$ cat config.mk
export PLATFORM = sky130hd
export DESIGN_NAME = seg7_scan_driver
export DESIGN_NICKNAME = d
export VERILOG_FILES = /design/src/rtl/seg7_pkg.sv /design/src/rtl/seg7_decoder.sv /design/src/rtl/seg7_scan_driver.sv
export SDC_FILE = /design/constraint.sdc
export NUM_CORES = 1
export LEC_CHECK = 0
export BUFFER_PORTS_ARGS = -buffer_cell sky130_fd_sc_hd__buf_2
export CORE_MARGIN = 2
export CORE_UTILIZATION = 45
export DETAILED_ROUTE_END_ITERATION = 8
export PLACE_DENSITY = 0.65
export SYNTH_ARGS = -nofsm -noshare
export SYNTH_HDL_FRONTEND = slang
export SYNTH_SLANG_ARGS = --single-unit
$ cat constraint.sdc
create_clock -name clock_50mhz -period 5.7 [get_ports clock_50mhz]
set_input_delay 1.14 -clock clock_50mhz [delete_from_list [all_inputs] [get_ports clock_50mhz]]
set_output_delay 1.14 -clock clock_50mhz [all_outputs]
set_load 0.02 [all_outputs]
$ cat src/rtl/seg7_pkg.sv
// Shared constants and helpers for the 7-segment scan driver:
// hex segment patterns (active-high, bit0=a .. bit6=g) and the sizing
// arithmetic for the slot prescaler.
package seg7_pkg;

  localparam logic [6:0] SEG_0     = 7'h3F;
  localparam logic [6:0] SEG_1     = 7'h06;
  localparam logic [6:0] SEG_2     = 7'h5B;
  localparam logic [6:0] SEG_3     = 7'h4F;
  localparam logic [6:0] SEG_4     = 7'h66;
  localparam logic [6:0] SEG_5     = 7'h6D;
  localparam logic [6:0] SEG_6     = 7'h7D;
  localparam logic [6:0] SEG_7     = 7'h07;
  localparam logic [6:0] SEG_8     = 7'h7F;
  localparam logic [6:0] SEG_9     = 7'h6F;
  localparam logic [6:0] SEG_A     = 7'h77;
  localparam logic [6:0] SEG_B     = 7'h7C;
  localparam logic [6:0] SEG_C     = 7'h39;
  localparam logic [6:0] SEG_D     = 7'h5E;
  localparam logic [6:0] SEG_E     = 7'h79;
  localparam logic [6:0] SEG_F     = 7'h71;
  localparam logic [6:0] SEG_BLANK = 7'h00;

  // Clock cycles per digit slot.
  function automatic int calc_div(input int clk_hz, input int scan_hz);
    return clk_hz / scan_hz;
  endfunction

  // Prescaler width for a given slot length; never narrower than one bit.
  function automatic int calc_width(input int div);
    return (div > 1) ? $clog2(div) : 1;
  endfunction

endpackage

$ cat src/rtl/seg7_decoder.sv
// Combinational hex-to-7-segment decoder, active-high g..a pattern.
module seg7_decoder
  import seg7_pkg::*;
(
  input  logic [3:0] nibble,
  output logic [6:0] pattern
);

  // Look up the segment pattern for the nibble.
  always_comb begin
    pattern = SEG_BLANK;
    case (nibble)
      4'h0: pattern = SEG_0;
      4'h1: pattern = SEG_1;
      4'h2: pattern = SEG_2;
      4'h3: pattern = SEG_3;
      4'h4: pattern = SEG_4;
      4'h5: pattern = SEG_5;
      4'h6: pattern = SEG_6;
      4'h7: pattern = SEG_7;
      4'h8: pattern = SEG_8;
      4'h9: pattern = SEG_9;
      4'hA: pattern = SEG_A;
      4'hB: pattern = SEG_B;
      4'hC: pattern = SEG_C;
      4'hD: pattern = SEG_D;
      4'hE: pattern = SEG_E;
      4'hF: pattern = SEG_F;
    endcase
  end

endmodule

$ cat src/rtl/seg7_scan_driver.sv
// Time-multiplexed driver for NUM_DIGITS common-anode 7-segment digits.
// A prescaler divides each digit slot; the first BLANK_CYCLES of every
// slot keep all anodes off so the segment lines settle before the next
// digit lights. New values are staged in a pending buffer and only reach
// the display buffer at the frame boundary, so a frame never mixes old
// and new digits.
module seg7_scan_driver
  import seg7_pkg::*;
#(
  parameter int CLK_HZ         = 50_000_000,
  parameter int SCAN_HZ        = 1000,
  parameter int NUM_DIGITS     = 4,
  parameter int BLANK_CYCLES   = 16,
  parameter bit SEG_ACTIVE_LOW = 1'b1,
  parameter bit AN_ACTIVE_LOW  = 1'b1
) (
  input  logic                          clock_50mhz,
  input  logic                          reset,
  input  logic [4*NUM_DIGITS-1:0]       valor,
  input  logic [NUM_DIGITS-1:0]         puntos,
  input  logic [NUM_DIGITS-1:0]         habilitar,
  input  logic                          cargar,
  input  logic                          sin_ceros,
  output logic [6:0]                    segmentos,
  output logic                          punto,
  output logic [NUM_DIGITS-1:0]         anodos,
  output logic [$clog2(NUM_DIGITS)-1:0] digito_activo,
  output logic                          fin_cuadro
);

  localparam int DIV = calc_div(CLK_HZ, SCAN_HZ);
  localparam int PW  = calc_width(DIV);
  localparam int IW  = $clog2(NUM_DIGITS);

  localparam logic [PW-1:0]         PRESC_LAST = PW'(DIV - 1);
  localparam logic [PW-1:0]         BLANK_END  = PW'(BLANK_CYCLES);
  localparam logic [IW-1:0]         IDX_LAST   = IW'(NUM_DIGITS - 1);
  localparam logic [6:0]            SEG_OFF    = {7{SEG_ACTIVE_LOW}};
  localparam logic [NUM_DIGITS-1:0] AN_OFF     = {NUM_DIGITS{AN_ACTIVE_LOW}};

  // Refuse to build configurations that cannot work.
  generate
    if (DIV < BLANK_CYCLES + 2) begin : g_bad_div
      $error("seg7_scan_driver: slot length CLK_HZ/SCAN_HZ must be at least BLANK_CYCLES+2");
    end
    if (NUM_DIGITS < 2 || NUM_DIGITS > 8) begin : g_bad_digits
      $error("seg7_scan_driver: NUM_DIGITS must be in 2..8");
    end
  endgenerate

  // Scan position
  logic [PW-1:0] presc_reg;
  logic [IW-1:0] idx_reg;
  logic          slot_end;
  logic          frame_wrap;

  // Pending and display buffers
  logic [4*NUM_DIGITS-1:0] pend_val_reg;
  logic [NUM_DIGITS-1:0]   pend_dp_reg;
  logic [NUM_DIGITS-1:0]   pend_en_reg;
  logic                    pend_valid_reg;
  logic [4*NUM_DIGITS-1:0] disp_val_reg;
  logic [NUM_DIGITS-1:0]   disp_dp_reg;
  logic [NUM_DIGITS-1:0]   disp_en_reg;

  // Per-digit derived signals
  logic [3:0]            nib [NUM_DIGITS];
  logic [NUM_DIGITS-1:0] upper_zero;
  logic [NUM_DIGITS-1:0] lz_blank;
  logic [NUM_DIGITS-1:0] an_sel;

  // Next values of the registered outputs (active-high)
  logic [3:0]            cur_nib;
  logic [6:0]            dec_pattern;
  logic [6:0]            seg_next;
  logic                  dp_next;
  logic [NUM_DIGITS-1:0] an_next;

  // Output registers (already at pin polarity)
  logic [6:0]            seg_reg;
  logic                  dp_reg;
  logic [NUM_DIGITS-1:0] an_reg;
  logic [IW-1:0]         dig_reg;
  logic                  fin_reg;

  assign slot_end   = (presc_reg == PRESC_LAST);
  assign frame_wrap = slot_end && (idx_reg == IDX_LAST);

  // Advance the slot prescaler and the digit index.
  always_ff @(posedge clock_50mhz or posedge reset) begin
    if (reset) begin
      presc_reg <= '0;
      idx_reg   <= '0;
    end else if (slot_end) begin
      presc_reg <= '0;
      idx_reg   <= (idx_reg == IDX_LAST) ? '0 : idx_reg + 1'b1;
    end else begin
      presc_reg <= presc_reg + 1'b1;
    end
  end

  // Stage loads in the pending buffer and commit them at the frame wrap;
  // a load landing exactly on the wrap bypasses straight to the display.
  always_ff @(posedge clock_50mhz or posedge reset) begin
    if (reset) begin
      pend_val_reg   <= '0;
      pend_dp_reg    <= '0;
      pend_en_reg    <= '0;
      pend_valid_reg <= 1'b0;
      disp_val_reg   <= '0;
      disp_dp_reg    <= '0;
      disp_en_reg    <= '0;
    end else if (cargar && frame_wrap) begin
      disp_val_reg   <= valor;
      disp_dp_reg    <= puntos;
      disp_en_reg    <= habilitar;
      pend_valid_reg <= 1'b0;
    end else if (cargar) begin
      pend_val_reg   <= valor;
      pend_dp_reg    <= puntos;
      pend_en_reg    <= habilitar;
      pend_valid_reg <= 1'b1;
    end else if (frame_wrap && pend_valid_reg) begin
      disp_val_reg   <= pend_val_reg;
      disp_dp_reg    <= pend_dp_reg;
      disp_en_reg    <= pend_en_reg;
      pend_valid_reg <= 1'b0;
    end
  end

  // Split the display word into nibbles and build the one-hot anode select.
  // upper_zero[i] means digit i and every digit above it hold zero; digit 0
  // is never zero-blanked so it has no entry in that chain.
  generate
    for (genvar gi = 0; gi < NUM_DIGITS; gi++) begin : g_digit
      assign nib[gi]    = disp_val_reg[4*gi +: 4];
      assign an_sel[gi] = (idx_reg == IW'(gi));
      if (gi == 0) begin : g_lsd
        assign lz_blank[gi] = 1'b0;
      end else begin : g_upper
        if (gi == NUM_DIGITS - 1) begin : g_top
          assign upper_zero[gi] = (disp_val_reg[4*gi +: 4] == 4'h0);
        end else begin : g_mid
          assign upper_zero[gi] = (disp_val_reg[4*gi +: 4] == 4'h0) && upper_zero[gi+1];
        end
        assign lz_blank[gi] = sin_ceros && upper_zero[gi];
      end
    end
  endgenerate

  assign upper_zero[0] = 1'b0;
  assign cur_nib       = nib[idx_reg];

  seg7_decoder u_decoder (
    .nibble  (cur_nib),
    .pattern (dec_pattern)
  );

  // Choose what the current slot shows. Segments follow the digit even in
  // the blanking window so they have settled when the anode turns on.
  always_comb begin
    seg_next = SEG_BLANK;
    dp_next  = 1'b0;
    an_next  = '0;
    if (disp_en_reg[idx_reg]) begin
      if (!lz_blank[idx_reg]) begin
        seg_next = dec_pattern;
      end
      dp_next = disp_dp_reg[idx_reg];
      if (presc_reg >= BLANK_END) begin
        an_next = an_sel;
      end
    end
  end

  // Register the pin drive at board polarity, plus the scan status.
  always_ff @(posedge clock_50mhz or posedge reset) begin
    if (reset) begin
      seg_reg <= SEG_OFF;
      dp_reg  <= SEG_ACTIVE_LOW;
      an_reg  <= AN_OFF;
      dig_reg <= '0;
      fin_reg <= 1'b0;
    end else begin
      seg_reg <= seg_next ^ SEG_OFF;
      dp_reg  <= dp_next ^ SEG_ACTIVE_LOW;
      an_reg  <= an_next ^ AN_OFF;
      dig_reg <= idx_reg;
      fin_reg <= (idx_reg == '0) && (dig_reg == IDX_LAST);
    end
  end

  assign segmentos     = seg_reg;
  assign punto         = dp_reg;
  assign anodos        = an_reg;
  assign digito_activo = dig_reg;
  assign fin_cuadro    = fin_reg;

endmodule
### After elaboration in Yosys (flattened, before gate mapping)

Memories as Yosys holds them, arrays and structs flattened.
Cells that the tools add are included.

| storage, ports and cells | value |
|---|---|
| register bits after elaboration | 82 |
| ROM bits | 112 |
| input bits | 28 |
| word-level logic and storage cells | 76 |
| memories kept | 1 |

| cells by class | value |
|---|---|
| add/subtract/negate cells | 2 |
| $lt $le $gt $ge | 3 |
| eq/ne operators | 6 |
| mux-type cells | 28 |
| bitwise gates (word level) | 5 |
| reduce and logical (&&, ||, !) cells | 17 |

Memories:

| memory | depth | bits a word | rd ports | clocked after memory_dff | write ports | RTL line | RTL |
|---|---|---|---|---|---|---|---|
| (name not given) | 16 | 7 | 1 | 0 | 0 | seg7_decoder.sv:12 | `case (nibble)` |

Operators by type and width:

| kind | number |
|---|---|
| $mux W16 | 4 |
| $mux W4 | 10 |
| $add A16 B1 Y16 const B | 1 |
| $eq A16 B16 Y1 const B | 1 |
| $ge A16 B5 Y1 const B | 1 |
| $mux W7 | 2 |
| $logic_not A4 Y1 | 3 |
| $logic_and A1 B1 Y1 | 9 |
| $bmux W4 S2 | 1 |
| $mux W1 | 7 |
| $not A7 Y7 | 1 |
| $bmux W1 S2 | 3 |
| $eq A2 B2 Y1 const B | 3 |
| $not A4 Y4 | 1 |
| $reduce_and A2 Y1 | 2 |
| $ge A3 B3 Y1 const B | 1 |
| $lt A2 B3 Y1 const B | 1 |
| $not A2 Y3 | 1 |
| $reduce_bool A3 Y1 | 1 |
| $add A2 B1 Y2 const B | 1 |
| $eq A2 B1 Y1 const B | 1 |
| $logic_not A2 Y1 | 1 |
| $mux W2 | 1 |
| $ne A2 B1 Y1 const B | 1 |
| 2 further kinds | 3 |

### Longest topological paths before layout

| logic depth | value |
|---|---|
| word-level depth | 9 |
| mapped depth | 8 |

### By module

A second synthesis with hierarchy kept.

| second synthesis, totals | value |
|---|---|
| cell total of the unflattened synthesis | 358 |
| area, all modules | 4132.7 um^2 |

Modules (own cells, without submodules):

| module | times used | cells each | area each (um^2) | seq. area each (um^2) |
|---|---|---|---|---|
| seg7_scan_driver | 1 | 325 | 3849.9 | 2067.0 |
| seg7_decoder | 1 | 33 | 282.8 | 0.0 |

### Worst setup path after synthesis

OpenSTA, ideal clock, no wires.

| timing path | value |
|---|---|
| path type | input-to-reg |
| start | in cargar |
| end | reg disp_dp_reg[3] |
| setup time | 0.126 ns |
| arrival time | 2.048 ns |
| required time | 5.574 ns |
| path slack | 3.526 ns |
| stages | 5 |
| path buffers | 2 |
| path through | or2_2 > clkbuf_1 > clkbuf_1 > a31oi_1 > a221o_1 |

| between the ends | value |
|---|---|
| word-level cells in the longest chain between the ends | 3 |

Ends and longest elaborated chain:

| element | RTL line | RTL |
|---|---|---|
| start: declaration | seg7_scan_driver.sv:22 | `input logic cargar,` |
| $logic_and A1 B1 Y1 | seg7_scan_driver.sv:113 | `end else if (cargar && frame_wrap) begin` |
| $ne A2 B1 Y1 (no source line) / $reduce_bool A2 Y1 (equally long branches) | -- |  |
| $reduce_and A2 Y1 (no source line) | -- |  |
| end signal: assignment | seg7_scan_driver.sv:115 | `disp_dp_reg <= puntos;` |
| end signal: assignment | seg7_scan_driver.sv:125 | `disp_dp_reg <= pend_dp_reg;` |
| end: declaration | seg7_scan_driver.sv:63 | `logic [NUM_DIGITS-1:0] disp_dp_reg;` |

Parallel ways exist; a longest one is shown, timed or not.
A chain may end at the register's enable or synchronous reset.

### Worst setup path in the final report

| timing path | value |
|---|---|
| start | reg idx_reg[1] |
| end | reg pend_val_reg[8] |

| between the ends | value |
|---|---|
| word-level cells in the longest chain between the ends | 5 |

Ends and longest elaborated chain:

| element | RTL line | RTL |
|---|---|---|
| start: declaration | seg7_scan_driver.sv:53 | `logic [IW-1:0] idx_reg;` |
| start signal: assignment | seg7_scan_driver.sv:96 | `idx_reg <= (idx_reg == IDX_LAST) ? '0 : idx_reg + 1'b1;` |
| $eq A2 B2 Y1 | seg7_scan_driver.sv:87 | `assign frame_wrap = slot_end && (idx_reg == IDX_LAST);` |
| $logic_and A1 B1 Y1 | seg7_scan_driver.sv:87 |  |
| $logic_and A1 B1 Y1 | seg7_scan_driver.sv:113 |  |
| $not A1 Y1 (no source line) | -- |  |
| $reduce_and A2 Y1 (no source line) | -- |  |
| end signal: assignment | seg7_scan_driver.sv:119 | `pend_val_reg <= valor;` |
| end: declaration | seg7_scan_driver.sv:58 | `logic [4*NUM_DIGITS-1:0] pend_val_reg;` |

Every way passes these cells.

==> qor.csv <==
stage;metric;value;unit
setup_path;reg2reg_to;pend_val_reg[8]$_DFFE_PP0P_;
clocking;holdBufCountCts;0;
grt;grt_pass1_wl;13900;microns
place;gp_congestion;0.826;
timing;worstMarginPinSlew;1.03;ns
final_layout;n_fill_cell;771;
logic_synthesis;yosysWarnings;0;
clocking;clkLatencyLatePin;0.35;ns
clocking;cts.htree.levels;3;
timing;finalHoldViolations;0;
setup_path;critPathMaxFanout;25;
clocking;cts.clk_slew.worst_paths;0.08;ns
drt;postRouteAntennaNets;0;
place;hpwl;5580;microns
timing;finalSetupTns;0;ns
drt;drt-pass1-iter-count;4;
drt;vias_per_cell;5.71;
setup_path;startpoint;idx_reg[1]$_DFFE_PP0N_;
min_path;min_path_type;flip-flop to flip-flop;
setup_path;worstSetupEndpointType;flip-flop;
grt;grt_pass1_vias;2761;
logic_synthesis;syn_inst;348;
logic_synthesis;avgSynthCellArea;11.6;sq um
final_layout;final_util;51.7;%
final_layout;nets;423;
setup_path;rrSetupSlack;2.94;ns
setup_path;start_kind;flip-flop;
floorplanning;initial_core_util;46.4;%
logic_synthesis;synthArstFlopShare;100;%
clocking;post-cts-setup-buffers;0;
final_layout;layout.cells.non_filler;496;
drt;drc;0;
final_layout;final_common_cell;dfrtp_1;
job;maxCapViolCount;0;
floorplanning;die_y;98.9;microns
floorplanning;rows;34;
status;status;finished clean;
place;dpl.cell_count;480;
logic_synthesis;synth_edf_count;0;
final_layout;syn_to_final_growth;11.2;%
timing;finalCritPeriodShare;48.3;%
clocking;clock-root-buffer;clkbuf_8;
timing;report.final.slew_viol_count;0;
clocking;ctsResizeCount;0;
drt;drt-total-wl;8260;microns
timing;setup_viol;0;
clocking;cts_buffer_depth;2;
timing;max_freq;363;MHz
power;ir_worst_vdd;0.000129;V
drt;vias;2831;
drt;drt_iter0_drc;148;
power;p_leak;0.00213;uW
grt;grt_max_degree;83;
grt;grt_overflow;0;
floorplanning;io_pins;43;
setup_path;critical_path_arrival;3.00;ns
floorplanning;die_w;98.9;microns
timing;fin_crit;2.76;ns
floorplanning;die-area;9780;sq um
clocking;cts_tree;built;
timing;clock_skew;0.0110;ns
logic_synthesis;netlist_area;4050;sq um
clocking;cts.sinks;82;
logic_synthesis;synth.yosys.seq_area_share;51.0;%
final_layout;drive_above_1_share;24.2;%
grt;grtUsageTotal;17.9;%
logic_synthesis;synth_ff_type;dfrtp_1;
setup_path;r2r_start;idx_reg[1]$_DFFE_PP0N_;
timing;slew_headroom;31.5;%
power;finalPower;1070;uW
power;power_density;237;nW/um^2
logic_synthesis;ys_types;42;
setup_path;crit_type;flip-flop to flip-flop;
grt;grt_antenna_before_repair;0;
logic_synthesis;ys_ff_latch;82;
floorplanning;core;8720;sq um
timing;rsz0062_at_grt;no;
setup_path;r2r_cells;6;
final_layout;antenna_cells;0;
setup_path;cp.required;5.94;ns
setup_path;crit_end;pend_val_reg[8]$_DFFE_PP0P_;
place;portBuffers;42;
final_layout;mostFrequentLayoutCells;70 x dfrtp_1, 42 x buf_2, 36 x inv_1, 25 x a31oi_1, 24 x a221o_1;
drt;route.detailed.wl_per_inst;16.7;microns
clocking;numCtsBuffers;9;
logic_synthesis;synth_nets;388;
[routing by layer]
layer  wire [microns]  up-vias  global-route usage [%]
met5                0        -                       0
li1                 -     1343                       -
met4              119        0                    6.32
met3              373       11                    4.61
met1             4050     1400                    25.5
met2             3720       77                    26.7
[cell families (layout without fill, tap and decap cells)]
group           after synthesis  count (layout)  share of synthesized area [%]
flops                        82              82                           51.0
buf+inv                      58              98                           6.24
mux                          43              43                           13.4
simple gates                 71              71                           9.73
fa+ha+maj                    12              12                           3.71
xor+xnor                     14              14                           3.03
compound gates               68              68                           12.9
[power by group]
part | switching, uW | internal [uW]
Combinational | 24.1 | 19.3
Sequential | 8.07 | 599
Clock | 205 | 213
Total | 237 | 831
[stage by stage]
stage	cell area (sq um)	hold WS [ns]	worst slack [ns]
after global placement	4310	0.468	3.09
after CTS	4510	0.494	2.92
after detailed placement	4310	0.476	2.95
after global routing	4510	0.505	2.70
after floorplan	4050	0.396	2.47
final	4510	0.493	2.94
[how the worst min path moves through the flow]
stage | from | endpoint | slack, ns | cells after the start
finish | pend_en_reg[1]$_DFFE_PP0P_ | pend_en_reg[1]$_DFFE_PP0P_ | 0.49 | 1
global route | pend_val_reg[6]$_DFFE_PP0P_ | pend_val_reg[6]$_DFFE_PP0P_ | 0.50 | 1
CTS | pend_val_reg[0]$_DFFE_PP0P_ | pend_val_reg[0]$_DFFE_PP0P_ | 0.49 | 1
detailed placement | pend_en_reg[2]$_DFFE_PP0P_ | pend_en_reg[2]$_DFFE_PP0P_ | 0.48 | 1
global placement | pend_val_reg[13]$_DFFE_PP0P_ | pend_val_reg[13]$_DFFE_PP0P_ | 0.47 | 1
floorplan | idx_reg[1]$_DFFE_PP0N_ | digito_activo[1]$_DFF_PP0_ | 0.40 | 0
[critical path, cell delays in order, from the launching register on]
cell and delay [ns]:
dfrtp_1 0.69, ha_1 0.34, inv_1 0.10, nor3_4 0.76, a21boi_2 0.11, buf_4 0.27, mux2_1 0.35
[cell type report]
type / instances / area, sq um / area share (%)
multi-input combinational: 208 / 1740 / 38.5
tap: 108 / 135 / 3.00
clock buffer: 11 / 141 / 3.14
inverter: 37 / 140 / 3.11
sequential: 82 / 2070 / 45.9
timing repair buffer: 45 / 233 / 5.17
clock inverter: 5 / 53.8 / 1.19
[synthesized netlist by cell type (all sizes together), types with 3 or more instances]
cell type  instances  share of area, %
dfrtp             70                43
inv               37               3.4
mux2              29               8.1
a31oi             25               3.9
a221o             24               5.9
nor2              15               1.5
nand3             13               1.6
dfstp             12               7.8
ha                12               3.7
buf               11               1.9
clkbuf            10              0.93
nand2              9              0.83
mux2i              8               2.0
or4                7               1.4
xnor2              7               1.5
xor2               7               1.5
mux4               6               3.3
nand4              6              0.93
nor3               6               1.0
o21ai              5              0.62
a21oi              4              0.49
a21boi             3              0.65
and3               3              0.46
nor2b              3              0.46
o211ai             3              0.56
(Power assumes the default switching activity.)
